$ cat config.mk
export PLATFORM = sky130hd
export DESIGN_NAME = dmem_arbiter
export DESIGN_NICKNAME = d
export VERILOG_FILES = /design/src/rtl/dmem_arb_pkg.sv /design/src/rtl/dmem_arbiter_rr_pick.sv /design/src/rtl/dmem_arbiter.sv
export SDC_FILE = /design/constraint.sdc
export NUM_CORES = 1
export LEC_CHECK = 0
export ABC_AREA = 0
export BUFFER_PORTS_ARGS = -buffer_cell sky130_fd_sc_hd__buf_2
export CORE_AREA = 2 2 130 132
export CTS_BUF_LIST = sky130_fd_sc_hd__clkbuf_2
export CTS_CLUSTER_DIAMETER = 50
export CTS_CLUSTER_SIZE = 14
export DETAILED_ROUTE_END_ITERATION = 10
export DIE_AREA = 0 0 132 134
export PLACE_DENSITY = 0.68
export SYNTH_ARGS = -nofsm -noshare
export SYNTH_HDL_FRONTEND = slang
export SYNTH_SLANG_ARGS = --single-unit
$ cat constraint.sdc
create_clock -name clk -period 4 [get_ports clk]
set_input_delay 1.2 -clock clk [delete_from_list [all_inputs] [get_ports clk]]
set_output_delay 1.2 -clock clk [all_outputs]
set_load 0.05 [all_outputs]
$ cat src/rtl/dmem_arb_pkg.sv
// dmem_arb_pkg: shared state encoding, default widths and one-hot helper for the data-memory arbiter
package dmem_arb_pkg;
  typedef enum logic [1:0] {IDLE = 2'd0, ACCESS = 2'd1, RESP = 2'd2} state_t;
  localparam int NUM_REQ_DEF   = 3;
  localparam int ADDR_W_DEF    = 32;
  localparam int DATA_W_DEF    = 32;
  localparam int MEM_DEPTH_DEF = 32;
  function automatic logic [7:0] idx_to_onehot(input logic [2:0] idx);
    return 8'd1 << idx;
  endfunction
endpackage

$ cat src/rtl/dmem_arbiter_rr_pick.sv
// rr_pick: combinational rotate-priority picker, first set request at or above ptr with wrap
module rr_pick import dmem_arb_pkg::*; #(
  parameter int N  = 3,
  parameter int IW = $clog2(N)
) (
  input  logic [N-1:0]  req,
  input  logic [IW-1:0] ptr,
  output logic [N-1:0]  grant_onehot,
  output logic [IW-1:0] grant_idx,
  output logic          any
);
  always_comb begin
    int j;
    grant_idx = '0;
    any       = 1'b0;
    for (int k = N - 1; k >= 0; k--) begin
      j = (int'(ptr) + k) % N;
      if (req[j]) begin
        grant_idx = IW'(j);
        any       = 1'b1;
      end
    end
    grant_onehot = any ? N'(idx_to_onehot(3'(grant_idx))) : '0;
  end
endmodule

$ cat src/rtl/dmem_arbiter.sv
// dmem_arbiter: round-robin arbiter serialising requester loads/stores onto a single-port data memory
module dmem_arbiter import dmem_arb_pkg::*; #(
  parameter int NUM_REQ   = NUM_REQ_DEF,
  parameter int ADDR_W    = ADDR_W_DEF,
  parameter int DATA_W    = DATA_W_DEF,
  parameter int MEM_DEPTH = MEM_DEPTH_DEF
) (
  input  logic                      clk,
  input  logic                      rst,
  input  logic [NUM_REQ-1:0]        req_valid,
  input  logic [NUM_REQ-1:0]        req_we,
  input  logic [NUM_REQ*ADDR_W-1:0] req_addr,
  input  logic [NUM_REQ*DATA_W-1:0] req_wdata,
  output logic [NUM_REQ-1:0]        req_ready,
  output logic [NUM_REQ-1:0]        resp_valid,
  output logic [DATA_W-1:0]         resp_rdata,
  output logic                      resp_err,
  output logic                      mem_we,
  output logic [ADDR_W-1:0]         mem_addr,
  output logic [DATA_W-1:0]         mem_wdata,
  input  logic [DATA_W-1:0]         mem_rdata
);
  localparam int IW = $clog2(NUM_REQ);
  state_t              r_state, w_next;
  logic [IW-1:0]       r_ptr, r_idx, w_gidx;
  logic                r_we, r_err, w_any, w_in_range;
  logic [ADDR_W-1:0]   r_addr;
  logic [DATA_W-1:0]   r_wdata, r_rdata;
  logic [NUM_REQ-1:0]  w_goh;
  rr_pick #(.N(NUM_REQ), .IW(IW)) u_pick (
    .req          (req_valid),
    .ptr          (r_ptr),
    .grant_onehot (w_goh),
    .grant_idx    (w_gidx),
    .any          (w_any)
  );
  always_comb begin
    w_in_range = r_addr < ADDR_W'(MEM_DEPTH);
    w_next     = (r_state == IDLE) ? (w_any && rst ? ACCESS : IDLE) :
                 (r_state == ACCESS) ? RESP : IDLE;
    req_ready  = (r_state == IDLE && rst) ? w_goh : '0;
    resp_valid = (r_state == RESP) ? NUM_REQ'(idx_to_onehot(3'(r_idx))) : '0;
    mem_we     = (r_state == ACCESS) && r_we && w_in_range && rst;
    mem_addr   = r_addr;
    mem_wdata  = r_wdata;
    resp_rdata = r_rdata;
    resp_err   = r_err;
  end
  always_ff @(posedge clk) begin
    if (!rst) r_state <= IDLE;
    else      r_state <= w_next;
  end
  always_ff @(posedge clk) begin
    if (!rst) begin
      r_ptr   <= '0;
      r_idx   <= '0;
      r_we    <= 1'b0;
      r_addr  <= '0;
      r_wdata <= '0;
      r_rdata <= '0;
      r_err   <= 1'b0;
    end else begin
      if (r_state == IDLE && w_any) begin
        r_idx   <= w_gidx;
        r_we    <= req_we[w_gidx];
        r_addr  <= req_addr[w_gidx*ADDR_W +: ADDR_W];
        r_wdata <= req_wdata[w_gidx*DATA_W +: DATA_W];
      end
      if (r_state == ACCESS) begin
        r_rdata <= (!r_we && w_in_range) ? mem_rdata : '0;
        r_err   <= !w_in_range;
      end
      if (r_state == RESP) r_ptr <= (r_idx == IW'(NUM_REQ - 1)) ? '0 : IW'(r_idx + 1'b1);
    end
  end
endmodule

==> flow_summary.toml, run 1 <==
[run_status]
status = "finished, final reports clean"

[critical_path]
r2r_start = "r_ptr[0]"
critPathArrivalTime_ns = 2.57
end_kind = "output port"
crit_start = "r_ptr[0]"
r2r_setup_slack_ns = 1.12
cp.required_ns = 2.80
path_class = "reg -> out"
worstPathMaxFanout = 9
ff2ff_path_depth = 9
setup.worst_path.start_class = "flop"
crit_path_end = "req_ready[0]"
r2r_end = "mem_addr[27]"

[route]
wl_per_cell_um = 19.1
top_layer = "met4"
route.met2.wl_um = 10300
via_per_inst = 5.85
wirelength_um = 22100
first_pass_iters = 6
wl_met1_um = 9000
num_vias = 6757
drt-initial-drc-count = 417
antenna_left = 0
drcViolationCount = 0
wl_met3_um = 1990

[timing]
slew_headroom_pct = 45.0
rsz0062_at_grt = "false"
fin_setup_tns_ns = 0
finalSetupViolCount = 0
timing.hold.ws_ns = 0.527
layout_worst_path_cycle_share_pct = 94.3
fmax_mhz = 265
clock-skew-final_ns = 0.0491
layout_setup_ws_ns = 0.228
slew_violations = 0
tightest_slew_ns = 0.825
hold_violations = 0
finalCriticalPeriod_ns = 3.77

[layout]
fillCellCount = 1651
area_delta_synth_final_pct = 34.5
final_layout_size_suffix_gt1_share_pct = 42.9
layout_common_cells = "buf_2 (332), dfxtp_1 (102), o21ai_0 (68), a21oi_1 (68)"
nNetsFinal = 1163
final_common_cell = "buf_2"

[global_routing]
grt_max_degree = 79
grt_pass1_vias = 6342
overflow = 0
antenna_found_initial = 2
gr-usage-all-layers_pct = 23.5
grt_first_pass_wirelength_um = 33500

[power]
power_frac_comb_pct = 46.5
swShare_pct = 45.8
p_int_mw = 1.76
leakage_nw = 3.28
seqPwrFrac_pct = 39.0
p_clk_share_pct = 14.5
power_density_nw_per_um2 = 428
vdd_drop_max_uv = 212
p_sw_mw = 1.49

[synth]
avgSynthCellArea_sq_um = 8.65
synth_edf_count = 0
syn_nets = 889
seq_area_frac_synth_pct = 36.8
synth.distinct_cells = 42
ys_warn_count = 0
synth_area_sq_um = 5650
synthCells = 654
yosys_most_used_dff = "dfxtp_1"
async_flop_share_pct = 0
ys_seq_elements = 104

[clock_network]
cts_sinks = 104
path_clk_slew_ns = 0.26
clk_latency_ns = 0.61
ctsHtreeMaxLevel = 3
cts_buffer_depth = 2
clock-root-buffer = "clkbuf_2"
cts_tree = "built"
cts_buffers = 9

[floorplanning]
die_area_sq_um = 17700
rows = 47
die_h_um = 134
initial_core_util_pct = 34.7
core_sq_um = 16300
io_pins = 336
die_w_um = 132

[placed_design]
portBuffers = 335
dp_hpwl_um = 15200
preCtsSetupSlack_ns = 0.150
globalplace.congestion = 0.809

[flow_run]
drv_cap = 0

[hold_path]
hold_class = "reg -> reg"
[layout make-up]
class / count / area, sq um / share of cell area (%)
clock buffer: 9 / 45.0 / 0.592
tap: 220 / 275 / 3.62
sequential: 104 / 2080 / 27.4
antenna: 2 / 5.00 / 0.0658
inverter: 6 / 22.5 / 0.296
multi-input combinational: 452 / 3270 / 43.0
clock inverter: 7 / 53.8 / 0.707
timing repair buffer: 355 / 1850 / 24.3
[metal layers]
metal,track usage [%],up-vias
li1,-,3139
met5,0,-
met2,39.7,377
met1,28.0,3192
met4,10.1,0
met3,6.35,49
[logic make-up (layout without fill, tap and decap cells)]
group                      count (synthesis)  count (layout)  synth area share, %
DFF                                      104             104                 36.8
muxes                                      1               1                0.177
and+or+nand+nor                          137             137                 12.1
buffers and inverters                     98             377                 7.39
AOI/OAI and AO/OA                        311             311                 42.9
other                                      0               2                    0
adders and majority gates                  3               3                0.664
[power groups by stage]
stage | Clock [mW] | Combinational [mW] | Sequential, mW
2_1_floorplan | 0 | 0.669 | 1.69
3_3_place_gp | 0 | 1.50 | 1.28
3_5_place_dp | 0 | 1.50 | 1.28
4_1_cts | 0.502 | 1.51 | 1.27
5_1_grt | 0.540 | 1.61 | 1.29
6_report | 0.473 | 1.51 | 1.27
[cells in the mapped netlist, types with 2 or more instances]
cell,number,area share (%)
a22oi_1,32,4.2
a311o_1,65,12
nand4_1,2,0.22
buf_1,2,0.13
ha_1,3,0.66
a21oi_1,68,6.0
o21ai_0,68,6.0
nor2_1,39,2.6
o221a_2,9,1.8
a211o_1,2,0.31
dfxtp_1,104,37
buf_4,5,0.66
nor2b_1,3,0.33
buf_2,19,1.7
nand2b_1,2,0.22
nand2_1,3,0.20
inv_1,6,0.40
nor3_1,6,0.53
o221a_1,56,11
nand3_1,65,5.8
nor4_1,7,0.77
o21ai_1,3,0.27
clkbuf_1,65,4.3
nor3b_1,2,0.27
[timing repair]
action                                  CTS  global route
hold buffers                              0             0
endpoints found under the setup margin    3             3
setup buffers                             0             1
resized for setup                         3             7
pin swaps                                 0             2
[flip-flops by register name (all words and copies together) (netlist names)]
register,cells
resp_rdata,32
r_ptr,2
mem_wdata,32
r_idx,2
r_we,1
resp_err,1
mem_addr,32
r_state,2
[how the worst min path moves through the flow]
stage                          end  depth (start not counted)      startpoint  slack, ns
floorplan                 r_idx[1]                          2        r_idx[1]       0.48
global placement    resp_rdata[13]                          2  resp_rdata[13]       0.48
detailed placement  resp_rdata[26]                          2  resp_rdata[26]       0.49
CTS                       r_idx[1]                          2        r_idx[1]       0.53
global route              r_idx[0]                          2        r_idx[0]       0.56
finish                    r_idx[0]                          2        r_idx[0]       0.53
[critical path, cell delays in order, from the launching register on]
cell and delay (ns):
dfxtp_2 0.40, inv_1 0.12, ha_4 0.22, nor2b_4 0.22, o2bb2ai_2 0.20, a21oi_4 0.05, or2_4 0.29, nor4b_4 0.28
buf_4 0.24
[per-stage QoR]
stage          cells  area, sq um  total power [mW]  util [%]
6_report        1155         7600              3.25      46.7
5_1_grt         1155         7600              3.43      46.7
4_1_cts         1152         7560              3.27      46.4
3_5_place_dp    1136         7450              2.79      45.8
3_3_place_gp    1136         7450              2.78      45.8
2_1_floorplan    654         5700              2.36         -
(Power assumes the default switching activity.)
==> inputs of run 2 (changes only) <==
==> constraint.sdc (replaced) <==
create_clock -name clk -period 4 [get_ports clk]
set_input_delay 1.2 -clock clk [delete_from_list [all_inputs] [get_ports clk]]
set_output_delay 1.2 -clock clk [all_outputs]
set_load 0.01 [all_outputs]
==> flow_summary.toml, run 2 (synthesized netlist as in run 1, its figures left out) <==
[critical_path]
r2r_start = "r_ptr[0]"
end_kind = "output port"
critPathArrivalTime_ns = 2.59
setup.worst_path.start_class = "flop"
r2r_end = "mem_wdata[10]"
cp.required_ns = 2.80
worstPathMaxFanout = 9
path_class = "reg -> out"
r2r_setup_slack_ns = 1.06
ff2ff_path_depth = 9

[placed_design]
globalplace.congestion = 0.898
portBuffers = 335
dp_hpwl_um = 15200

[hold_path]
min_to = "r_idx[0]"
hold_class = "reg -> reg"
min_path_cells = 2
min_from = "r_idx[0]"

[layout]
area_delta_synth_final_pct = 33.4
nNetsFinal = 1157
final_common_cell = "buf_2"
layout_common_cells = "buf_2 (335), dfxtp_1 (104), o21ai_0 (68), a21oi_1 (68)"
utilization_pct = 46.3
final_layout_size_suffix_gt1_share_pct = 42.3
fillCellCount = 1600

[clock_network]
cts_resized = 1
cts_tree = "built"
clock-root-buffer = "clkbuf_2"
clk_latency_ns = 0.61
path_clk_slew_ns = 0.34
cts_buffers = 9
cts_buffer_depth = 2
ctsHtreeMaxLevel = 3
post-cts-setup-buffer-count = 0
hold_buffers = 0
cts_sinks = 104

[floorplanning]
die_h_um = 134
die_w_um = 132
io_pins = 336
core_sq_um = 16300
initial_core_util_pct = 34.7
rows = 47
die_area_sq_um = 17700

[timing]
clock-skew-final_ns = 0.0472
layout_worst_path_cycle_share_pct = 94.8
fmax_mhz = 264
rsz0062_at_grt = "false"
fin_setup_tns_ns = 0
slew_headroom_pct = 40.6
finalCriticalPeriod_ns = 3.79
slew_violations = 0
tightest_slew_ns = 0.888
hold_violations = 0
finalSetupViolCount = 0

[route]
num_vias = 6644
first_pass_iters = 5
drt-initial-drc-count = 474
wirelength_um = 22500
wl_per_cell_um = 19.6
via_per_inst = 5.78
drcViolationCount = 0
antenna_left = 0

[global_routing]
gr-usage-all-layers_pct = 24.1
overflow = 0
grt_pass1_vias = 6130
grt_first_pass_wirelength_um = 34200
antenna_found_initial = 2
grt_max_degree = 132

[power]
leakage_nw = 3.25
vdd_drop_max_uv = 231
power_density_nw_per_um2 = 391

[flow_run]
drv_cap = 0

[run_status]
status = "finished, final reports clean"
==> run 2: changes by cell type in the layout (fill, tap and decap cells not counted), moves of 2 or more <==
cell	change
clkbuf_4	-2
ha_4	-2
ha_2	+2
clkinv_1	-2
buf_4	-8
dfxtp_2	-2
buf_2	+3
dfxtp_1	+2
==> run 2: stage by stage <==
step	area (sq um)	cells	worst slack (ns)	power (mW)	hold slack [ns]
after floorplan	5650	654	0.162	1.97	0.476
after global placement	7390	1131	0.257	2.40	0.485
after detailed placement	7390	1131	0.254	2.41	0.492
after CTS	7520	1147	0.0322	2.99	0.528
after global routing	7540	1149	0.00581	3.13	0.554
final	7540	1149	0.209	2.95	0.530
==> run 2: area by class of cell <==
type / instances / area [sq um] / share of cell area (%)
well taps: 220 / 275 / 3.65
multi-input cells: 452 / 3220 / 42.6
diodes: 2 / 5.00 / 0.0664
clock buffers: 9 / 45.0 / 0.597
repair buffers: 349 / 1810 / 24.0
inverters: 6 / 22.5 / 0.299
flip-flops and latches: 104 / 2080 / 27.6
clock inverters: 7 / 88.8 / 1.18
==> run 2: critical path, cell delays in order, from the launching register on <==
cell and delay, ns:
dfxtp_1 0.41, inv_1 0.08, ha_2 0.30, nor2b_4 0.24
o2bb2ai_2 0.19, a21oi_4 0.05, or2_4 0.29, nor4_1 0.23
buf_2 0.18
==> run 2: per-layer routing <==
layer	track usage (%)	up-vias	part of all wire (%)
li1	-	3129	-
met1	31.2	3129	41
met2	39.6	359	48
met3	5.93	27	8.8
met4	7.85	0	2.2
met5	0	-	0
==> run 2: worst max path at each step <==
stage / from / endpoint / slack [ns] / cells after the start
finish: r_ptr[0] / req_ready[2] / 0.21 / 8
global route: r_ptr[0] / req_ready[2] / 0.006 / 8
CTS: r_ptr[0] / req_ready[0] / 0.03 / 7
detailed placement: req_valid[1] / req_ready[0] / 0.25 / 7
global placement: req_valid[1] / req_ready[0] / 0.26 / 7
floorplan: req_valid[1] / req_ready[2] / 0.16 / 7
==> run 2: where the power goes <==
| part | switching [mW] | total (mW) | internal (mW) |
|---|---|---|---|
| sequential | 0.0927 | 1.26 | 1.17 |
| combinational | 0.632 | 1.12 | 0.489 |
| clock | 0.401 | 0.560 | 0.159 |
==> inputs of run 3 (changes only) <==
--- a/config.mk
+++ b/config.mk
@@ -7,13 +7,13 @@
 export LEC_CHECK = 0
 export ABC_AREA = 0
 export BUFFER_PORTS_ARGS = -buffer_cell sky130_fd_sc_hd__buf_2
-export CORE_AREA = 2 2 130 132
+export CORE_AREA = 2 2 132 134
 export CTS_BUF_LIST = sky130_fd_sc_hd__clkbuf_2
 export CTS_CLUSTER_DIAMETER = 50
 export CTS_CLUSTER_SIZE = 14
 export DETAILED_ROUTE_END_ITERATION = 10
-export DIE_AREA = 0 0 132 134
-export PLACE_DENSITY = 0.68
+export DIE_AREA = 0 0 134 136
+export PLACE_DENSITY = 0.67
 export SYNTH_ARGS = -nofsm -noshare
 export SYNTH_HDL_FRONTEND = slang
 export SYNTH_SLANG_ARGS = --single-unit
==> constraint.sdc (replaced) <==
create_clock -name clk -period 4.4 [get_ports clk]
set_input_delay 1.32 -clock clk [delete_from_list [all_inputs] [get_ports clk]]
set_output_delay 1.32 -clock clk [all_outputs]
set_load 0.01 [all_outputs]
==> flow_summary.toml, run 3 (synthesized netlist as in run 1, its figures left out) <==
[timing]
timing.hold.ws_ns = 0.531
rsz0062_at_grt = "false"
slew_headroom_pct = 45.1
clock-skew-final_ns = 0.0457
fin_setup_tns_ns = 0
hold_violations = 0
fmax_mhz = 249
finalSetupViolCount = 0
slew_violations = 0
tightest_slew_ns = 0.823
finalCriticalPeriod_ns = 4.01
layout_worst_path_cycle_share_pct = 91.2

[power]
finalPower_mw = 2.68
leakage_nw = 3.28
vdd_drop_max_uv = 189
power_density_nw_per_um2 = 355

[critical_path]
end_kind = "output port"
crit_start = "r_ptr[0]"
r2r_start = "r_ptr[0]"
cp.required_ns = 3.08
path_class = "reg -> out"
setup.worst_path.start_class = "flop"
critPathArrivalTime_ns = 2.69
r2r_setup_slack_ns = 1.51
worstPathMaxFanout = 9
ff2ff_path_depth = 9
crit_path_end = "req_ready[2]"
r2r_end = "mem_addr[24]"

[layout]
multi_input_area_sq_um = 3200
nNetsFinal = 1163
final_common_cell = "buf_2"
final_layout_size_suffix_gt1_share_pct = 42.3
fillCellCount = 1698
area_delta_synth_final_pct = 33.6
regArea_sq_um = 2080
layout_common_cells = "buf_2 (335), dfxtp_1 (104), o21ai_0 (68), a21oi_1 (68)"
utilization_pct = 44.8

[global_routing]
grt_first_pass_wirelength_um = 34100
overflow = 0
grt_max_degree = 79
gr-usage-all-layers_pct = 23.7
grt_pass1_vias = 6196
antenna_found_initial = 2

[clock_network]
clk_latency_ns = 0.65
cts_buffer_depth = 2
ctsHtreeMaxLevel = 3
hold_buffers = 0
post-cts-setup-buffer-count = 0
clock-root-buffer = "clkbuf_2"
cts_tree = "built"
path_clk_slew_ns = 0.28
cts_buffers = 9
cts_resized = 0
cts_sinks = 104

[route]
drcViolationCount = 0
drt-initial-drc-count = 406
via_per_inst = 5.71
num_vias = 6625
antenna_left = 0
wirelength_um = 22500
wl_per_cell_um = 19.4
first_pass_iters = 5

[placed_design]
portBuffers = 335
globalplace.congestion = 0.835
dp_hpwl_um = 15500

[floorplanning]
die_w_um = 134
die_area_sq_um = 18200
initial_core_util_pct = 33.5
core_sq_um = 16900
die_h_um = 136
io_pins = 336
rows = 48

[hold_path]
hold_class = "reg -> reg"

[flow_run]
drv_cap = 0

[run_status]
status = "finished, final reports clean"
-- run 3: power by group --
part	total (mW)	switching [mW]	leakage [nW]	internal (mW)
clock network	0.516	0.370	0.0816	0.146
logic	1.02	0.575	2.34	0.444
registers	1.15	0.0827	0.855	1.06
-- run 3: cell type report --
cell class              instances  share of cell area [%]
multi-input cells             452                    42.4
flip-flops and latches        104                    27.6
repair buffers                355                    24.2
well taps                     225                    3.73
clock inverters                 7                    1.18
clock buffers                   9                   0.596
inverters                       6                   0.298
diodes                          2                  0.0663
-- run 3: per-stage QoR --
| step | area [sq um] | setup WS [ns] | cells |
|---|---|---|---|
| 4_1_cts | 7550 | 0.299 | 1158 |
| 5_1_grt | 7550 | 0.0298 | 1160 |
| 6_report | 7550 | 0.389 | 1160 |
| 3_3_place_gp | 7410 | 0.455 | 1142 |
| 2_1_floorplan | 5650 | 0.322 | 654 |
| 3_5_place_dp | 7410 | 0.432 | 1142 |
-- run 3: layer usage --
| metal | GRT usage [%] | wire length, um | vias to the layer above |
|---|---|---|---|
| li1 | - | - | 3138 |
| met5 | 0 | 0 | - |
| met3 | 6.97 | 2030 | 32 |
| met4 | 7.33 | 546 | 0 |
| met1 | 29.1 | 9130 | 3120 |
| met2 | 40.1 | 10800 | 335 |
-- run 3: critical path, cell delays in order, from the launching register on --
cell	delay (ns)
dfxtp_1	0.39
inv_1	0.08
ha_1	0.35
nor2b_2	0.32
o2bb2ai_2	0.20
a21oi_4	0.05
or2_4	0.29
nor4_1	0.21
buf_2	0.18
-- run 3: worst min-delay path by stage --
stage	from	to	slack [ns]	cells past startpoint
2_1_floorplan	r_idx[1]	r_idx[1]	0.48	2
3_5_place_dp	resp_rdata[29]	resp_rdata[29]	0.49	2
4_1_cts	r_idx[1]	r_idx[1]	0.53	2
6_report	r_idx[1]	r_idx[1]	0.53	2
5_1_grt	r_idx[1]	r_idx[1]	0.56	2
3_3_place_gp	resp_rdata[29]	resp_rdata[29]	0.48	2
